===== src/rtl/fusion_frame_scheduler.sv =====
// rtl/fusion_frame_scheduler.sv - three-sensor frame collector, fusion-core launcher and result tracker.
// Optional macro FUSION_SCHED_PARTIAL_TIMEOUT_EN launches a partial frame after TIMEOUT_CYCLES of collecting.
module fusion_frame_scheduler #(
   parameter int PIPE_LATENCY   = 4,
   parameter int TIMEOUT_CYCLES = 64,
   parameter int FRAME_ID_W     = 8
) (
   input  logic                  clk,
   input  logic                  rst,
   input  logic [2:0]            sens_valid,
   output logic [2:0]            sens_ready,
   output logic                  core_load,
   output logic [2:0]            lane_mask,
   input  logic [3:0]            core_error_code,
   output logic                  out_valid,
   output logic [FRAME_ID_W-1:0] out_frame_id,
   output logic [2:0]            out_lane_mask,
   output logic [3:0]            out_error,
   output logic [15:0]           err_frame_cnt,
   output logic                  busy
);
   typedef enum logic [1:0] {S_IDLE, S_COLLECT, S_LAUNCH} state_e;
   localparam int TRK_W = FRAME_ID_W + 4;

   state_e                state_q, state_d;
   logic [2:0]            arrived_q, arrived_d, accept, arrived_all;
   logic [FRAME_ID_W-1:0] frame_id_q, frame_id_d;
   logic [3:0]            err_q;
   logic [15:0]           err_cnt_q, err_cnt_d;
   logic [TRK_W-1:0]      trk_q [PIPE_LATENCY];
   logic                  trk_any;
   logic [2:0]            ready_int;
`ifdef FUSION_SCHED_PARTIAL_TIMEOUT_EN
   localparam logic [15:0] TMO_LAST = 16'(TIMEOUT_CYCLES - 1);
   logic [15:0]           timer_q, timer_d;
`endif

   assign ready_int   = (state_q == S_LAUNCH) ? 3'b000 : ~arrived_q;
   assign sens_ready  = rst ? 3'b000 : ready_int;
   assign accept      = sens_valid & ready_int;
   assign arrived_all = arrived_q | accept;

   always_comb begin
      state_d    = state_q;
      arrived_d  = arrived_q;
      frame_id_d = frame_id_q;
      core_load  = 1'b0;
      lane_mask  = 3'b000;
`ifdef FUSION_SCHED_PARTIAL_TIMEOUT_EN
      timer_d    = timer_q;
`endif
      case (state_q)
         S_IDLE: begin
            if (|accept) begin
               arrived_d = arrived_all;
               state_d   = (arrived_all == 3'b111) ? S_LAUNCH : S_COLLECT;
`ifdef FUSION_SCHED_PARTIAL_TIMEOUT_EN
               timer_d   = 16'd0;
`endif
            end
         end
         S_COLLECT: begin
            arrived_d = arrived_all;
`ifdef FUSION_SCHED_PARTIAL_TIMEOUT_EN
            timer_d   = timer_q + 16'd1;
            if (arrived_all == 3'b111 || timer_q == TMO_LAST) state_d = S_LAUNCH;
`else
            if (arrived_all == 3'b111) state_d = S_LAUNCH;
`endif
         end
         S_LAUNCH: begin
            core_load  = 1'b1;
`ifdef FUSION_SCHED_PARTIAL_TIMEOUT_EN
            lane_mask  = arrived_q;
`else
            lane_mask  = 3'b111;
`endif
            arrived_d  = 3'b000;
            frame_id_d = frame_id_q + 1'b1;
            state_d    = S_IDLE;
         end
         default: state_d = S_IDLE;
      endcase
   end

   always_ff @(posedge clk or posedge rst) begin
      if (rst) begin
         state_q    <= S_IDLE;
         arrived_q  <= 3'b000;
         frame_id_q <= '0;
         err_q      <= 4'h0;
         err_cnt_q  <= 16'h0000;
`ifdef FUSION_SCHED_PARTIAL_TIMEOUT_EN
         timer_q    <= 16'd0;
`endif
      end else begin
         state_q    <= state_d;
         arrived_q  <= arrived_d;
         frame_id_q <= frame_id_d;
         err_q      <= core_error_code;
         err_cnt_q  <= err_cnt_d;
`ifdef FUSION_SCHED_PARTIAL_TIMEOUT_EN
         timer_q    <= timer_d;
`endif
      end
   end

   // Tracker entries are zero when empty, so the tail also supplies the zeroed idle outputs.
   always_ff @(posedge clk or posedge rst) begin
      if (rst) begin
         for (int i = 0; i < PIPE_LATENCY; i++) trk_q[i] <= '0;
      end else begin
         trk_q[0] <= core_load ? {1'b1, frame_id_q, lane_mask} : '0;
         for (int i = 1; i < PIPE_LATENCY; i++) trk_q[i] <= trk_q[i-1];
      end
   end

   always_comb begin
      trk_any = 1'b0;
      for (int i = 0; i < PIPE_LATENCY; i++) trk_any = trk_any | trk_q[i][TRK_W-1];
   end

   assign out_valid     = trk_q[PIPE_LATENCY-1][TRK_W-1];
   assign out_frame_id  = out_valid ? trk_q[PIPE_LATENCY-1][FRAME_ID_W+2:3] : '0;
   assign out_lane_mask = out_valid ? trk_q[PIPE_LATENCY-1][2:0] : 3'b000;
   assign out_error     = out_valid ? err_q : 4'h0;
   assign err_frame_cnt = err_cnt_q;
   assign busy          = (state_q != S_IDLE) || trk_any;

   always_comb begin
      err_cnt_d = err_cnt_q;
      if (out_valid && (out_error != 4'h0 || out_lane_mask != 3'b111) && err_cnt_q != 16'hFFFF)
         err_cnt_d = err_cnt_q + 16'd1;
   end
endmodule


===== config.mk =====
export PLATFORM = sky130hd
export DESIGN_NAME = fusion_frame_scheduler
export DESIGN_NICKNAME = d
export VERILOG_FILES = /design/src/rtl/fusion_frame_scheduler.sv
export SDC_FILE = /design/constraint.sdc
export NUM_CORES = 1
export LEC_CHECK = 0
export BUFFER_PORTS_ARGS = -buffer_cell sky130_fd_sc_hd__buf_2
export CORE_MARGIN = 4
export CORE_UTILIZATION = 49
export CTS_BUF_LIST = sky130_fd_sc_hd__clkbuf_16
export DETAILED_ROUTE_END_ITERATION = 8
export PLACE_DENSITY = 0.74
export SYNTH_ARGS = -nofsm -noshare
export SYNTH_HDL_FRONTEND = slang
export SYNTH_SLANG_ARGS = --single-unit
export TNS_END_PERCENT = 100

===== constraint.sdc =====
create_clock -name clk -period 1.75 [get_ports clk]
set_input_delay 0.175 -clock clk [delete_from_list [all_inputs] [get_ports clk]]
set_output_delay 0.175 -clock clk [all_outputs]
set_load 0.02 [all_outputs]

# == After elaboration in Yosys (flattened, before gate mapping) ==
# Index checks and enable logic that the tools add are counted.
# classes
add_sub_neg,2
n_bitwise,6
div_mod_pow,0
n_reduce_logical,11
n_lt_le_gt_ge,0
mul,0
shift,0
eq_ne,7
mux,14
# ops
op,count
"adder 16 x 1 -> 16 bit, second input constant",1
"inequality test 16 bit, second input constant",1
2-to-1 mux 3 bit,5
2-to-1 mux 12 bit,1
one-hot mux 3 bit (3 select lines),1
"adder 8 x 1 -> 8 bit, second input constant",1
2-to-1 mux 8 bit,1
2-to-1 mux 2 bit,3
2-to-1 mux 4 bit,1
"inequality test 2 bit, second input constant",2
one-hot mux 2 bit (2 select lines),1
AND reduction 2 bit,2
nonzero test 4 bit,1
AND 3 bit,1
"equality test 3 bit, second input constant",1
"inequality test 3 bit, second input constant",1
inverter 3 bit,1
OR 1 bit,3
OR 3 bit,1
nonzero test 3 bit,1
OR reduction 3 bit,1
"equality test 2 x 1 -> 1 bit, second input constant",1
"equality test 2 bit, second input constant",1
logical AND 1 bit,2
4 further kinds,5
# totals
rom_bits,0
latchBits,0
memories,0
regBits,81
out_inout_bits,40
ram_bits,0

# == Longest topological paths before layout ==
# logic_depth
ltp_word,8
mapped_depth,7

# == Least setup slack after synthesis ==
# Ideal clock, no wire load.
# synth_timing
path_kind,register to output
from,register state_q[0]
to,output sens_ready[1]
arrival_ns,1.663
path_stages_with_launch,6
slack_ns,-0.088
cell_sequence,dfrtp_1 -> inv_1 -> ha_1 -> clkbuf_1 -> clkbuf_1 -> nor3_1
# synth_between
elab_chain_cells,3
# synth_rtl
item,line,rtl
from (decl),25,"state_e state_q, state_d;"
from (signal assigned),97,state_q <= state_d;
equality test 2 bit,38,assign ready_int = (state_q == S_LAUNCH) ? 3'b000 : ~arrived_q;
2-to-1 mux 3 bit,38,
2-to-1 mux 3 bit,39,assign sens_ready = rst ? 3'b000 : ready_int;
to (decl),11,"output logic [2:0] sens_ready,"
# No other way between the ends.

# == Worst setup path after layout ==
# layout_timing
from,"register err_cnt_q[2], in the netlist err_frame_cnt[2]"
to,"register err_cnt_q[1], in the netlist err_frame_cnt[1]"
# layout_between
elab_chain_cells,2
# layout_rtl
item,line,rtl
from (decl),29,"logic [15:0] err_cnt_q, err_cnt_d;"
from (signal assigned),101,err_cnt_q <= err_cnt_d;
inequality test 16 bit,132,if (out_valid && (out_error != 4'h0 || out_lane_mask != 3'b111) && err_cnt_q != 16'hFFFF)
logical AND 1 bit,132,
# No other way between the ends.
# A chain may end at the register's enable or synchronous reset.

==> results.py <==
metrics = {
    "global_routing": {
        "global_route.overflow_total": 0,
        "grt_use_met1": 0.200,
        "grtUsageMet3": 0.0618,
        "grt_usage": 0.164,
        "first_global_vias": 1771,
        "grt_first_pass_wirelength_mm": 8.26,
        "busiest_layer": "met2",
        "largest_net_degree_at_the_start_of_global_routing": 51,
        "antenna_found_initial": 0,
        "global_route.usage.met2": 0.268,
    },
    "floorplan": {
        "fp.dieH_um": 82.7,
        "start_util": 0.519,
        "core_mm2": 0.00527,
        "design.portCount": 49,
        "chipWidth_um": 82.7,
        "std_cell_rows": 26,
        "design.die.area_mm2": 0.00684,
    },
    "worst_setup_path": {
        "r2r-end": "err_frame_cnt[1]$_DFFE_PP0P_",
        "required_ns": 1.96,
        "worst_setup_path_start_kind": "flip-flop",
        "crit_buf_inv": 0,
        "timing.critical_path.slowest_cell_delay_ns": 0.48,
        "worst_r2r_startpoint": "err_frame_cnt[2]$_DFFE_PP0P_",
        "rr_worst_depth": 4,
        "end_kind": "flip-flop",
        "crit_path_max_fanout": 7,
        "slowest_stage": "sky130_fd_sc_hd__dfrtp_1",
        "crit_path_cell_trace": "nand4_4 -> nor4_4 -> nor2_2 -> mux2_4",
        "ff2ff_setup_slack_ns": 0.07,
        "critical-path-top-delay-family": "simple AND/OR/NAND/NOR gates",
        "crit_arrival_ns": 1.88,
        "timing.setup.critical_path_class": "flip-flop to flip-flop",
    },
    "detailed_routing": {
        "num_vias": 1805,
        "drc_errors": 0,
        "route.detailed.vias_per_inst": 5.13,
        "route.antenna.remaining_nets": 0,
        "drt-total-wl_mm": 5.03,
        "drt_iter0_markers": 103,
        "drt_pass1_iterations": 4,
        "drt-wirelength-per-cell_um": 14.3,
    },
    "sta": {
        "worst_hold_slack_ns": 0.165,
        "final_max_slew_viol_count": 0,
        "fin_worst_skew_ns": 0.00492,
        "final_min_period_over_clock_period": 0.959,
        "finalHoldViolCount": 0,
        "fmax_mhz": 596,
        "period_needed_ns": 1.68,
        "maxSlewHeadroom": 0.680,
        "grt_setup_unrepaired": "true",
        "timing_worst_slew_pin_value_ns": 0.476,
        "setup_viol": 0,
    },
    "power": {
        "combPwrFrac": 0.290,
        "power.clock.fraction": 0.301,
        "power_per_cell_area_mw_per_mm2": 1610,
        "internal_power_w": 0.00374,
        "sw_frac_of_total": 0.326,
        "seq_power_share": 0.408,
        "switching_power_w": 0.00181,
        "power_leakage_nw": 1.73,
        "vdd_drop_max_mv": 1.03,
        "report.power.total_w": 0.00554,
    },
    "min_path": {
        "worst_hold_path.endpoint": "arrived_q[0]$_DFFE_PP0P_",
        "hp-start": "sens_valid[0]",
        "min-delay-path-class": "primary input to flip-flop",
        "hold-path-cell-count": 3,
    },
    "run_status": {
        "status": "finished, final reports clean",
    },
    "clock_network": {
        "clk_path_buf_depth": 2,
        "worst_setup_hold_path_clk_slew_ns": 0.05,
        "cts_sinks": 69,
        "htree_levels": 3,
        "clock_tree_root": "sky130_fd_sc_hd__clkbuf_16",
        "tritoncts.num_buffers": 9,
        "tritoncts_clock_tree": "built",
        "clock_insertion_delay_worst_skew_ns": 0.32,
    },
    "cells_and_area": {
        "seqCellArea_mm2": 0.00173,
        "final_core_util": 0.654,
        "layout.filler_cells": 414,
        "drive_gt1_frac": 0.316,
        "finalNetCount": 292,
        "number_of_diodes_added_for_antenna_fixing": 0,
        "area_occupied_by_multi_input_gates_um2": 943,
        "layout-area-overhead-vs-synth_pct": 26.0,
        "finalNonFillerCells": 352,
    },
    "synthesis": {
        "cell_accounting_for_the_most_synthesized_area": "sky130_fd_sc_hd__dfrtp_1",
        "synth_enable_flop_cells": 0,
        "synthesis.instances": 213,
        "synth_top_flop_cell": "sky130_fd_sc_hd__dfrtp_1",
        "mappedNetlistNets": 227,
        "synthArstFlopShare": 1.00,
        "synth.top_cell.area_share": 0.631,
        "yosys_register_bits": 69,
        "synth_sequential_area_ratio": 0.631,
        "synthTopCellsByArea": "sky130_fd_sc_hd__dfrtp_1 63%, sky130_fd_sc_hd__and2_1 5.0%, sky130_fd_sc_hd__xor2_1 3.2%",
        "yosys_warnings": 0,
        "netlist-cell-type-count": 43,
        "post_synth.cell_area_avg_um2": 12.8,
        "combined_area_of_all_synthesized_cells_mm2": 0.00274,
    },
    "place": {
        "place.port_buffers": 48,
        "dpl.cell_count": 332,
        "dp.final_hpwl_mm": 3.33,
        "place.gp.congestion": 0.823,
    },
    "flow_run": {
        "drv.max_cap_violation_count": 0,
    },
}
-- what timing repair did --
action / in CTS / in global routing
resized for setup: 0 / 2
hold endpoints to repair: 23 / 0
hold buffers: 5 / 0
buffers inserted: 0 / 0
setup endpoints to repair: 0 / 2
-- power by group through the flow --
stage | Clock (W) | Combinational (W) | Sequential, W
2_1_floorplan | 0 | 0.00106 | 0.00234
3_3_place_gp | 0 | 0.00156 | 0.00226
6_report | 0.00167 | 0.00161 | 0.00226
4_1_cts | 0.00171 | 0.00162 | 0.00227
5_1_grt | 0.00179 | 0.00177 | 0.00231
3_5_place_dp | 0 | 0.00159 | 0.00229
-- through the flow --
stage	setup WS (ns)	TNS, ns	instance area (um^2)
detailed placement	0.101	0	3110
global route	-0.0174	-0.0188	3450
floorplan	0.0276	0	2750
finish	0.0715	0	3450
global placement	0.153	0	3110
CTS	0.0966	0	3440
-- flip-flops by register name, indices dropped and copies added (netlist names) --
| register | flops |
|---|---|
| trk_q | 36 |
| err_frame_cnt | 16 |
| frame_id_q | 8 |
| err_q | 4 |
| arrived_q | 3 |
| state_q | 2 |
-- cell usage in the layout (no fill, tap or decap), drive strengths merged, types with 2 or more instances in the layout --
cell type	instances
dfrtp	69
buf	59
and2	22
nand2	12
xor2	10
a21oi	10
nand3	9
xnor2	9
clkbuf	9
nand4	8
nor4	7
nor3	6
nand2b	5
dlygate4sd3	5
ha	5
and3	4
nor2	4
clkinv	4
inv	3
mux2	3
clkinvlp	2
or2	2
-- layout make-up --
type                    count  share of cell area
well taps                  70              0.0254
multi-input cells         130               0.274
flip-flops and latches     69               0.502
clock buffers               9              0.0653
repair buffers             64               0.113
clock inverters             6              0.0160
inverters                   4             0.00544
-- how the worst max path moves through the flow --
stage | start | slack (ns) | end | depth (start not counted)
after floorplan | err_frame_cnt[0]$_DFFE_PP0P_ | 0.03 | err_frame_cnt[1]$_DFFE_PP0P_ | 5
after global placement | state_q[0]$_DFFE_PP0P_ | 0.15 | state_q[0]$_DFFE_PP0P_ | 6
after detailed placement | err_frame_cnt[2]$_DFFE_PP0P_ | 0.10 | err_frame_cnt[15]$_DFFE_PP0P_ | 4
after CTS | state_q[0]$_DFFE_PP0P_ | 0.1 | sens_ready[1] | 5
after global routing | state_q[0]$_DFFE_PP0P_ | -0.02 | sens_ready[1] | 5
final | err_frame_cnt[2]$_DFFE_PP0P_ | 0.07 | err_frame_cnt[1]$_DFFE_PP0P_ | 4
-- synthesized netlist by cell type (3+ instances only) --
master,n
sky130_fd_sc_hd__clkbuf_1,4
sky130_fd_sc_hd__xor2_1,10
sky130_fd_sc_hd__buf_4,6
sky130_fd_sc_hd__nand4_1,7
sky130_fd_sc_hd__nor2_1,3
sky130_fd_sc_hd__and2_1,22
sky130_fd_sc_hd__xnor2_1,9
sky130_fd_sc_hd__nor3_1,5
sky130_fd_sc_hd__and3_1,3
sky130_fd_sc_hd__a21oi_1,9
sky130_fd_sc_hd__nand2b_1,5
sky130_fd_sc_hd__nor4_1,5
sky130_fd_sc_hd__nand2_1,12
sky130_fd_sc_hd__dfrtp_1,69
sky130_fd_sc_hd__nand3_1,9
sky130_fd_sc_hd__ha_1,5
sky130_fd_sc_hd__inv_1,4
-- cells by family after synthesis --
kind of cell / synth area share
compound gates: 0.0613
fa+ha+maj: 0.0229
buf+inv: 0.0274
mux: 0.0137
flops: 0.631
xor+xnor: 0.0608
simple gates: 0.183
-- per-layer routing --
metal | wire, um | part of all wire
met5 | 0 | 0
met4 | 56 | 0.011
met3 | 277 | 0.055
met2 | 2530 | 0.50
met1 | 2160 | 0.43
-- tightest hold or removal path: stages --
cell and delay, ns:
sky130_fd_sc_hd__buf_2 0.10, sky130_fd_sc_hd__a21oi_1 0.06, sky130_fd_sc_hd__a21oi_1 0.11
No activity file was read; power rests on OpenSTA's default activity.
